--- src/rtl/mux4_rr_arbiter.sv ---
// Round-robin arbiter/sequencer for a shared 4:1 channel mux with a bounded burst per grant.
// Optional beat/grant statistics counters are built when MUX4_ARB_STATS_EN is defined.

module mux4_rr_lane #(
  parameter int WIDTH = 2
) (
  input  logic             sel_hit,
  input  logic             busy,
  input  logic             valid,
  input  logic [WIDTH-1:0] data,
  input  logic             out_ready,
  output logic             ready,
  output logic             valid_fwd,
  output logic [WIDTH-1:0] data_fwd
);
  // Only the selected lane contributes; the others stay zero so the top can OR-reduce.
  assign ready     = busy & sel_hit & out_ready;
  assign valid_fwd = busy & sel_hit & valid;
  assign data_fwd  = sel_hit ? data : '0;
endmodule

module mux4_rr_arbiter #(
  parameter int WIDTH    = 2,
  parameter int MAX_HOLD = 4
) (
  input  logic               clock,
  input  logic               reset,
  input  logic [3:0]         io_req_valid,
  input  logic [4*WIDTH-1:0] io_req_data,
  output logic [3:0]         io_req_ready,
  output logic               io_out_valid,
  output logic [WIDTH-1:0]   io_out_data,
  input  logic               io_out_ready,
  output logic [1:0]         io_sel,
  output logic               io_busy
`ifdef MUX4_ARB_STATS_EN
  ,
  output logic [15:0]        io_beat_count,
  output logic [15:0]        io_grant_count
`endif
);
  localparam int NUM_LANES = 4;
  localparam logic [3:0] LAST_BEAT = 4'(MAX_HOLD - 1);

  typedef enum logic {IDLE, GRANT} state_t;

  state_t     state, state_n;
  logic [1:0] sel, sel_n, last, last_n;
  logic [3:0] cnt, cnt_n;
  logic       busy, hs, release_now, grant_edge;

  logic [NUM_LANES-1:0][WIDTH-1:0] req_data, data_fwd;
  logic [NUM_LANES-1:0]            valid_fwd;

  assign req_data = io_req_data;
  assign busy     = (state == GRANT);

  genvar gi;
  generate
    for (gi = 0; gi < NUM_LANES; gi++) begin : g_lane
      mux4_rr_lane #(.WIDTH(WIDTH)) u_lane (
        .sel_hit   (sel == 2'(gi)),
        .busy      (busy),
        .valid     (io_req_valid[gi]),
        .data      (req_data[gi]),
        .out_ready (io_out_ready),
        .ready     (io_req_ready[gi]),
        .valid_fwd (valid_fwd[gi]),
        .data_fwd  (data_fwd[gi])
      );
    end
  endgenerate

  always_comb begin
    io_out_data = '0;
    for (int i = 0; i < NUM_LANES; i++) io_out_data = io_out_data | data_fwd[i];
  end

  assign io_out_valid = |valid_fwd;
  assign io_sel       = sel;
  assign io_busy      = busy;
  assign hs           = io_out_valid & io_out_ready;

  // First valid index after base, so base itself is scanned last.
  function automatic logic [1:0] rr_pick(input logic [3:0] v, input logic [1:0] base);
    logic [1:0] idx;
    logic       found;
    rr_pick = base;
    found   = 1'b0;
    for (int k = 1; k <= 4; k++) begin
      idx = base + 2'(k);
      if (!found && v[idx]) begin
        rr_pick = idx;
        found   = 1'b1;
      end
    end
  endfunction

  assign release_now = busy & (~io_req_valid[sel] | (hs & (cnt == LAST_BEAT)));

  always_comb begin
    state_n    = state;
    sel_n      = sel;
    last_n     = last;
    cnt_n      = cnt;
    grant_edge = 1'b0;
    case (state)
      IDLE: begin
        if (|io_req_valid) begin
          state_n    = GRANT;
          sel_n      = rr_pick(io_req_valid, last);
          last_n     = sel_n;
          cnt_n      = '0;
          grant_edge = 1'b1;
        end
      end
      GRANT: begin
        if (release_now) begin
          cnt_n = '0;
          // The releasing index becomes the new base before picking.
          if (|io_req_valid) begin
            sel_n      = rr_pick(io_req_valid, sel);
            last_n     = sel_n;
            grant_edge = 1'b1;
          end else begin
            state_n = IDLE;
            last_n  = sel;
          end
        end else if (hs) begin
          cnt_n = cnt + 4'd1;
        end
      end
      default: state_n = IDLE;
    endcase
  end

  always_ff @(posedge clock or negedge reset) begin
    if (!reset) begin
      state <= IDLE;
      sel   <= 2'd0;
      last  <= 2'd3;
      cnt   <= 4'd0;
    end else begin
      state <= state_n;
      sel   <= sel_n;
      last  <= last_n;
      cnt   <= cnt_n;
    end
  end

`ifdef MUX4_ARB_STATS_EN
  always_ff @(posedge clock or negedge reset) begin
    if (!reset) begin
      io_beat_count  <= 16'd0;
      io_grant_count <= 16'd0;
    end else begin
      if (hs)         io_beat_count  <= io_beat_count + 16'd1;
      if (grant_edge) io_grant_count <= io_grant_count + 16'd1;
    end
  end
`else
  logic unused_grant_edge;
  assign unused_grant_edge = grant_edge;
`endif

endmodule

--- config.mk ---
export PLATFORM = sky130hd
export DESIGN_NAME = mux4_rr_arbiter
export DESIGN_NICKNAME = d
export VERILOG_FILES = /design/src/rtl/mux4_rr_arbiter.sv
export SDC_FILE = /design/constraint.sdc
export NUM_CORES = 1
export LEC_CHECK = 0
export ABC_CLOCK_PERIOD_IN_PS = 2500
export BUFFER_PORTS_ARGS = -buffer_cell sky130_fd_sc_hd__buf_4
export CAP_MARGIN = 20
export CORE_ASPECT_RATIO = 0.7
export CORE_MARGIN = 1
export CORE_UTILIZATION = 48
export DETAILED_ROUTE_END_ITERATION = 7
export GPL_ROUTABILITY_DRIVEN = 0
export HOLD_SLACK_MARGIN = 0.06
export PLACE_DENSITY = 0.8
export SLEW_MARGIN = 20
export SYNTH_ARGS = -nofsm -noshare
export SYNTH_HDL_FRONTEND = slang
export SYNTH_SLANG_ARGS = --single-unit
export TNS_END_PERCENT = 10
--- constraint.sdc ---
create_clock -name clock -period 2.5 [get_ports clock]
set_clock_uncertainty 0.15 [all_clocks]
set_input_delay 0.375 -clock clock [delete_from_list [all_inputs] [get_ports clock]]
set_output_delay 0.375 -clock clock [all_outputs]
set_load 0.05 [all_outputs]
* After elaboration in Yosys (flattened, before gate mapping)
Index checks and enable logic that the tools add are counted.
** Storage, ports and cells
- Logic and storage cells :: 124
- Bits of input ports :: 15
- Register bits after elaboration :: 9
- Output and inout bits :: 10
** Operators by class
- Bitwise operators :: 21
- $lt $le $gt $ge :: 8
- Eq/ne operators :: 7
- Multiplexer cells :: 60
- Reductions and logical operators :: 17
- Add/sub/neg operators :: 7
** Operators by type and width (number)
- 1-bit 2-to-1 mux :: 31
- 2-bit 2-to-1 mux :: 15
- 2-bit by 3-bit less-than comparator with 1-bit output (second input constant) :: 8
- 1-bit binary-select mux with 2-bit select :: 8
- 1-bit AND :: 15
- 4-bit 2-to-1 mux :: 3
- 2-bit adder (second input constant) :: 4
- 4-bit case mux with 2 select lines :: 1
- 4-bit OR reduction :: 2
- 1-bit logical AND :: 6
- 1-bit logical NOT :: 6
- 2-bit OR :: 3
- 2-bit by 1-bit adder with 2-bit output (second input constant) :: 2
- 4-bit by 1-bit adder with 4-bit output (second input constant) :: 1
- 2-bit equality test (second input constant) :: 2
- 4-bit by 2-bit equality test with 1-bit output (second input constant) :: 1
- 2-bit case mux with 2 select lines :: 1
- 2-bit AND reduction :: 2
- 3-bit by 1-bit inequality test with 1-bit output (second input constant) :: 1
- 2-bit by 1-bit equality test with 1-bit output (second input constant) :: 1
- 2-bit logical NOT :: 1
- 2-bit by 1-bit inequality test with 1-bit output (second input constant) :: 1
- 2-bit inequality test (second input constant) :: 1
- 1-bit inverter :: 2
- 2 further kinds :: 2

* Depth between registers and ports, before layout
Gate-level depths: netlist of run 1.
- Word-level depth :: 28
- Gate-level depth with buffers :: 8
- Gate-level depth less buffers :: 7

* Modules after synthesis
Synthesis of run 1 repeated with hierarchy kept, for this count alone.
** Unflattened totals
- Cells, all modules :: 124
- Area, all modules :: 1117.3 µm²
** Modules (own cells, without submodules)
- mux4_rr_arbiter :: cells an instance 108, instances 1, sequential area each 227.7 µm², area an instance 1007.2 µm²
- mux4_rr_lane :: cells an instance 4, instances 4, sequential area each 0.0 µm², area an instance 27.5 µm²

* Worst setup path after synthesis of run 1
Ideal clock, no wire load.
- Path kind :: flip-flop to output port
- From :: register sel[0], in the netlist io_sel[0]
- To :: output port io_out_valid
- Stages on the path, launching flop included :: 6
- Setup slack :: -0.503 ns
- Path buffers :: 1
- Arrival :: 2.478 ns
- Required time :: 1.975 ns
- Path through :: dfrtp_1 -> buf_4 -> inv_1 -> ha_1 -> a22oi_1 -> a21boi_0
** Between the ends
- Cells in the longest elaborated chain, start to end :: 4
- Elaborated cells on any way between the ends :: 13
- Classes of those cells :: eq/ne (3); bitwise (8); reduce/logical (2)
** RTL lines
- from (decl) :: RTL line 48 : logic [1:0] sel, sel_n, last, last_n;
- from (signal assigned) :: RTL line 145 : sel <= sel_n;
- 2-bit by 1-bit equality test with 1-bit output (tied with other cells) :: RTL line 62 : .sel_hit (sel == 2'(gi)),
- 1-bit AND (2 in series) :: RTL line 18 : assign valid_fwd = busy & sel_hit & valid;
- 4-bit OR reduction * :: RTL line 79 : assign io_out_valid = |valid_fwd;
- to (decl) :: RTL line 31 : output logic io_out_valid,
Mark *: on every way between the ends. The rest lies on a longest branch, timed or not.

* Worst setup path after layout of run 1
- From :: register last[1]
- To :: register last[1]
** Between the ends
- Cells in the longest elaborated chain, start to end :: 21
- Elaborated cells on any way between the ends :: 32
- Classes of those cells :: add/sub (3); mux (23); reduce/logical (6)
** RTL lines
- from (decl) :: RTL line 48
- from (signal assigned) :: RTL line 146 : last <= last_n;
- 2-bit by 1-bit adder with 2-bit output :: RTL line 91 : idx = base + 2'(k);
- 1-bit binary-select mux with 2-bit select :: RTL line 92 : if (!found && v[idx]) begin
- 1-bit 2-to-1 mux (not written as such) :: RTL line 92
- 1-bit 2-to-1 mux :: RTL line 92
- 1-bit 2-to-1 mux :: RTL line 109 : if (|io_req_valid) begin
- 1-bit 2-to-1 mux :: RTL line 107 : case (state)
- 1-bit logical NOT :: RTL line 92
- 1-bit logical AND :: RTL line 92
- [5 not listed]
- 1-bit 2-to-1 mux :: RTL line 92
- 1-bit 2-to-1 mux :: RTL line 109
- 1-bit 2-to-1 mux :: RTL line 107
- 1-bit logical NOT :: RTL line 92
- 1-bit logical AND :: RTL line 92
- 2-bit 2-to-1 mux * :: RTL line 92
- 2-bit 2-to-1 mux * :: RTL line 109
- 2-bit case mux with 2 select lines *
Mark *: on every way between the ends. The rest lies on a longest branch, timed or not. The select of a mux whose other input is x is not followed.
A chain may end at the register's enable or synchronous reset.

==> results_dict.tcl, run 1 <==
set metrics [dict create \
    status "complete, but fails checks" \
    violations "DRC" \
    layout_commonest_cell "buf_4" \
    globalRouteTotalUtil_pct 24.5 \
    final.setup.tns_ns 0 \
    dieArea_mm2 0.00235 \
    slew_headroom_pct 65.1 \
    drc 4 \
    core_mm2 0.00194 \
    path_cells "or4b_1, a41oi_2, a2111oi_1, or4b_1, a21oi_1" \
    std_cell_rows 13 \
    regToRegStartpoint "last[1]$_DFFE_PN1P_" \
    grt_pass1_vias 844 \
    fmaxAchievable_mhz 425 \
    report.final.slew_viol_count 0 \
    ys_top_cells_by_area "dfrtp_1 17%, mux4_2 8.7%, ha_1 6.0%" \
    rsz0062_at_grt "false" \
    critPathLaunch "last[1]$_DFFE_PN1P_" \
    arrival_ns 2.39 \
    crit_required_ns 2.54 \
    critPathCaptureType "flop" \
    muxShareOfSynthArea_pct 13.6 \
    ant_nets 0 \
    worstMarginPinSlew_ns 0.519 \
    routedWlPerCell_um 16.0 \
    cts_tree "done" \
    grt_first_pass_wirelength_um 4170 \
    synth.top_cell.area_share_pct 16.9 \
    critical_path_buf_inv_count 0 \
    post_cts_resized 0 \
    clkLatencyLatePin_ns 0.26 \
    setup_viol 0 \
    vias_per_cell 5.99 \
    syn_avg_cell_area_um2 8.85 \
    antenna_found_initial 0 \
    synth_xor_area_share_pct 1.69 \
    via_count 983 \
    insertedDiodeCount 0 \
    synth_compound_area_share_pct 26.4 \
    initial_core_util_pct 53.5 \
    start_kind "flop" \
    clkSlewWorstSetupHoldPaths_ns 0.06 \
    io_pins 25 \
    dp.cells 159 \
    crit_family "simple AND/OR/NAND/NOR gates" \
    syn_area_mm2 0.00104 \
    cts.sinks 9 \
    synth_flop_cell "dfrtp_1" \
    drt_first_pass_iters 6 \
    cts_setup_buffers 0 \
    clock_path_buffers 2 \
    crit_type "flop to flop" \
    die_w_um 57.5 \
    max-vdd-ir-drop_mv 0.550 \
    hold_class "input pin to asynchronous set/reset pin" \
    critPathMaxFanout 8 \
    worst_r2r_endpoint "last[1]$_DFFE_PN1P_" \
    die-height_um 40.9 \
    layout-drive-gt1-share_pct 33.1 \
    placement.io_buffers 24 \
    cts_max_level 1 \
    max_cap_violations 0 \
    syn_nets 137 \
    cts_hold_buf 1 \
    synth-simple-area-share_pct 22.5 \
    synthAdderAreaFrac_pct 6.04 \
    ff2ff_path_depth 5 \
    ys_async_sr_fraction_pct 100 \
    regToRegSetupSlack_ns 0.15 \
    hold_viol_final 0 \
    crit_slowest_cell "dfstp_2" \
    num-nets-final 163 \
    max_stage_delay_ns 0.61 \
    final_cell_mix "31 x buf_4, 11 x nor2_1, 7 x nand2_1" \
    powerDensity_mw_per_mm2 1270 \
    synth_area_leader_cell "dfrtp_1" \
    fin_cells 164 \
    leakage_nw 0.594 \
    crit_top_cell "or4b_1" \
    yosysWarnings 0 \
    numCtsBuffers 3 \
    drt_iter0_drc 53 \
    overflow 0 \
    synth_edf_count 0 \
    synthCells 117 \
    ys_seq_elements 9 \
    grt_start_max_net_pins 16 \
    synth_top_family_by_area "compound AO/OA/AOI/OAI gates" \
    finalCriticalPeriod_ns 2.35 \
    area_delta_synth_final_pct 22.6 \
    min_period_over_period_pct 94.2 \
    ys_seq_area_share_pct 22.0 \
    root_buffer "clkbuf_4" \
    hpwlAfterDp_um 1980 \
    ys_types 45 \
    postRouteWirelength_um 2620 \
]
-- how the worst max path moves through the flow --
stage / to / slack [ns] / depth (start not counted)
6_report: last[1]$_DFFE_PN1P_ / 0.15 / 5
5_1_grt: last[1]$_DFFE_PN1P_ / 0.02 / 5
4_1_cts: last[1]$_DFFE_PN1P_ / 0.15 / 5
3_5_place_dp: last[1]$_DFFE_PN1P_ / 0.14 / 6
3_3_place_gp: io_sel[1]$_DFFE_PN0P_ / 0.19 / 6
2_1_floorplan: io_sel[1]$_DFFE_PN0P_ / -0.03 / 8
-- registers in the layout, indices dropped and copies added, names as in the netlist --
register / count
cnt: 4
io_busy: 1
io_sel: 2
last: 2
-- layout make-up --
type	instances	area, µm²
Clock buffer	4	26.3
Fill cell	157	666
Inverter	4	15.0
Multi-Input combinational cell	93	728
Sequential cell	9	230
Tap cell	22	27.5
Timing Repair Buffer	32	243
-- routing by layer --
metal / routed length (µm) / track usage (%)
met1: 1210 / 33.1
met2: 1190 / 43.0
met3: 212 / 6.31
met4: 0 / 0
met5: 0 / 0
-- where the power goes --
| part | internal [mW] | switching (mW) |
|---|---|---|
| sequential | 0.212 | 0.0592 |
| combinational | 0.520 | 0.712 |
| clock | 0.0616 | 0.0527 |
| total | 0.794 | 0.824 |
-- worst reg2reg max path, delay by kind of cell (launching register included) --
| family | cells | cell delay [ns] |
|---|---|---|
| compound gates | 3 | 0.47 |
| flops | 1 | 0.61 |
| simple gates | 2 | 1.06 |
-- logic make-up (layout without fill, tap and decap cells) --
group | after synthesis | count (layout)
muxes | 9 | 9
and+or+nand+nor | 42 | 42
buffers and inverters | 15 | 40
adders and majority gates | 5 | 5
DFF | 9 | 9
AOI/OAI and AO/OA | 35 | 35
xor gates and xnor gates | 2 | 2
-- Yosys cell counts, drive strengths merged, types with 4 or more instances --
| cell type | instances |
|---|---|
| nor2 | 11 |
| buf | 8 |
| dfrtp | 7 |
| nand2 | 7 |
| a22oi | 6 |
| and3 | 5 |
| ha | 5 |
| a21oi | 4 |
| inv | 4 |
| mux2i | 4 |
| mux4 | 4 |
| nand2b | 4 |
| o21ai | 4 |
-- stage by stage --
stage,hold WS (ns),cell area [µm²],total power [mW],setup slack [ns],utilization (%)
2_1_floorplan,-0.0706,1040,1.20,-0.0262,-
3_3_place_gp,0.0521,1230,1.46,0.194,63.7
3_5_place_dp,0.0538,1230,1.49,0.137,63.7
4_1_cts,0.313,1270,1.61,0.151,65.6
5_1_grt,0.324,1270,1.75,0.0207,65.6
6_report,0.313,1270,1.62,0.145,65.6
No activity file was read; power rests on OpenSTA's default activity.
==> run 2: changes to the inputs <==
--- a/config.mk
+++ b/config.mk
@@ -14,7 +14,7 @@
 export DETAILED_ROUTE_END_ITERATION = 7
 export GPL_ROUTABILITY_DRIVEN = 0
 export HOLD_SLACK_MARGIN = 0.06
-export PLACE_DENSITY = 0.8
+export PLACE_DENSITY = 0.76
 export SLEW_MARGIN = 20
 export SYNTH_ARGS = -nofsm -noshare
 export SYNTH_HDL_FRONTEND = slang
==> results_dict.tcl, run 2 (synthesis gave the netlist of run 1 again) <==
set metrics [dict create \
    fmaxAchievable_mhz 424 \
    switching_share_pct 51.1 \
    area_delta_synth_final_pct 21.9 \
    numCtsBuffers 3 \
    postRouteWirelength_um 2570 \
    overflow 0 \
    placement.io_buffers 24 \
    final_core_util_pct 65.2 \
    multi_input_comb_area_um2 728 \
    leakage_nw 0.589 \
    hold_class "input pin to asynchronous set/reset pin" \
    root_buffer "clkbuf_4" \
    largest_register_ffs 4 \
    critPathCaptureType "flop" \
    met2_usage_pct 46.8 \
    drt_iter0_drc 66 \
    p_switching_mw 0.822 \
    cts_max_level 1 \
    worstMarginPinSlew_ns 0.532 \
    met1_usage_pct 30.6 \
    busiest_layer "met2" \
    cts_tree "done" \
    dieArea_mm2 0.00235 \
    drt_first_pass_iters 6 \
    start_kind "flop" \
    routedWlPerCell_um 15.8 \
    grt_pass1_vias 940 \
    combPwrFrac_pct 74.8 \
    grt_start_max_net_pins 16 \
    finalCriticalPeriod_ns 2.36 \
    clkLatencyLatePin_ns 0.26 \
    p_clk_share_pct 7.1 \
    critical_path_buf_inv_count 1 \
    arrival_ns 2.38 \
    crit_type "flop to flop" \
    globalRouteTotalUtil_pct 24.6 \
    crit_required_ns 2.52 \
    clkSlewWorstSetupHoldPaths_ns 0.06 \
    seqCellArea_um2 230 \
    status "complete, but fails checks" \
    layout_commonest_cell "buf_4" \
    drc 4 \
    cts.sinks 9 \
    clock_path_buffers 2 \
    initial_core_util_pct 53.5 \
    ant_nets 0 \
    rsz0062_at_grt "false" \
    ff2ff_path_depth 7 \
    io_pins 25 \
    report.final.slew_viol_count 0 \
    path_cells "inv_1, ha_1, mux4_2, a2111oi_0, o22a_1, or4b_1, a21oi_1" \
    crit_slowest_cell "or4b_1" \
    largest_register "cnt" \
    min_period_over_period_pct 94.4 \
    vias_per_cell 6.31 \
    p_int_mw 0.785 \
    max-vdd-ir-drop_mv 0.511 \
    cp_num_cells 7 \
    crit_family "simple AND/OR/NAND/NOR gates" \
    num-nets-final 162 \
    via_count 1029 \
    seqPwrFrac_pct 18.1 \
    met3_usage_pct 4.42 \
    layout-drive-gt1-share_pct 32.6 \
    critPathMaxFanout 7 \
    max_cap_violations 0 \
    die_w_um 57.5 \
    die-height_um 40.9 \
    final_cell_mix "30 x buf_4, 11 x nor2_1, 7 x nand2_1" \
    setup_viol 0 \
    hold_viol_final 0 \
    insertedDiodeCount 0 \
    max_stage_delay_ns 0.53 \
    grt_first_pass_wirelength_um 4280 \
    num-fill-cells 163 \
    std_cell_rows 13 \
    slew_headroom_pct 64.4 \
    hpwlAfterDp_um 2040 \
    powerDensity_mw_per_mm2 1270 \
    core_mm2 0.00194 \
    antenna_found_initial 0 \
    cts_setup_buffers 0 \
    violations "DRC" \
    finalPower_mw 1.61 \
]
[run 2: cell count changes in the layout (fill, tap and decap cells not counted)]
cell   previous run  this run
buf_4            31        30
[run 2: what timing repair did]
item,4_1_cts,5_1_grt
hold buffers,1,0
hold endpoints to repair,9,0
resized for setup,0,0
endpoints found under the setup margin,0,0
[run 2: worst reg2reg max path: cells and delay by family (launching register included)]
| kind | cells | cell delay (ns) |
|---|---|---|
| muxes | 1 | 0.27 |
| AOI/OAI and AO/OA | 3 | 0.41 |
| adders and majority gates | 1 | 0.37 |
| and+or+nand+nor | 1 | 0.53 |
| buffers and inverters | 1 | 0.10 |
| DFF | 1 | 0.45 |
[run 2: per-stage QoR]
stage | instance area, µm² | hold slack, ns | setup TNS [ns] | setup WS (ns) | std cells
floorplan | 1040 | -0.0706 | -0.0563 | -0.0262 | 117
global placement | 1230 | 0.0543 | 0 | 0.202 | 158
detailed placement | 1230 | 0.0555 | 0 | 0.155 | 158
CTS | 1260 | 0.335 | 0 | 0.155 | 163
global route | 1260 | 0.326 | 0 | 0.0305 | 163
finish | 1260 | 0.335 | 0 | 0.141 | 163
[run 2: metal layers]
| layer | vias up | part of all wire [%] |
|---|---|---|
| li1 | 489 | - |
| met1 | 490 | 45 |
| met2 | 50 | 47 |
| met3 | 0 | 7.8 |
| met4 | 0 | 0 |
| met5 | - | 0 |
[run 2: power groups by stage]
stage          sequential (mW)  combinational, mW  clock (mW)
2_1_floorplan            0.319              0.881           0
6_report                 0.291               1.20       0.113
4_1_cts                  0.289               1.20       0.119
5_1_grt                  0.302               1.30       0.127
3_3_place_gp             0.288               1.16           0
3_5_place_dp             0.291               1.19           0
[run 2: cell type report]
class	count	area share [%]
sequential	9	18.2
timing repair buffer	31	18.6
multi-input combinational	93	57.7
inverter	4	1.19
clock buffer	4	2.08
tap	22	2.18
[run 2: worst paths after layout]
kind | start | endpoint | slack (ns)
min in group clock | io_req_valid[3] | io_busy$_DFF_PN0_ | 0.36
worst max-delay path | io_sel[0]$_DFFE_PN0P_ | io_sel[1]$_DFFE_PN0P_ | 0.14
worst max register to register | io_sel[0]$_DFFE_PN0P_ | io_sel[1]$_DFFE_PN0P_ | 0.14
worst min register to register | cnt[1]$_DFFE_PN0P_ | cnt[1]$_DFFE_PN0P_ | 0.37
max in group asynchronous | reset | last[1]$_DFFE_PN1P_ | 1.65
worst min-delay path | reset | io_sel[0]$_DFFE_PN0P_ | 0.33
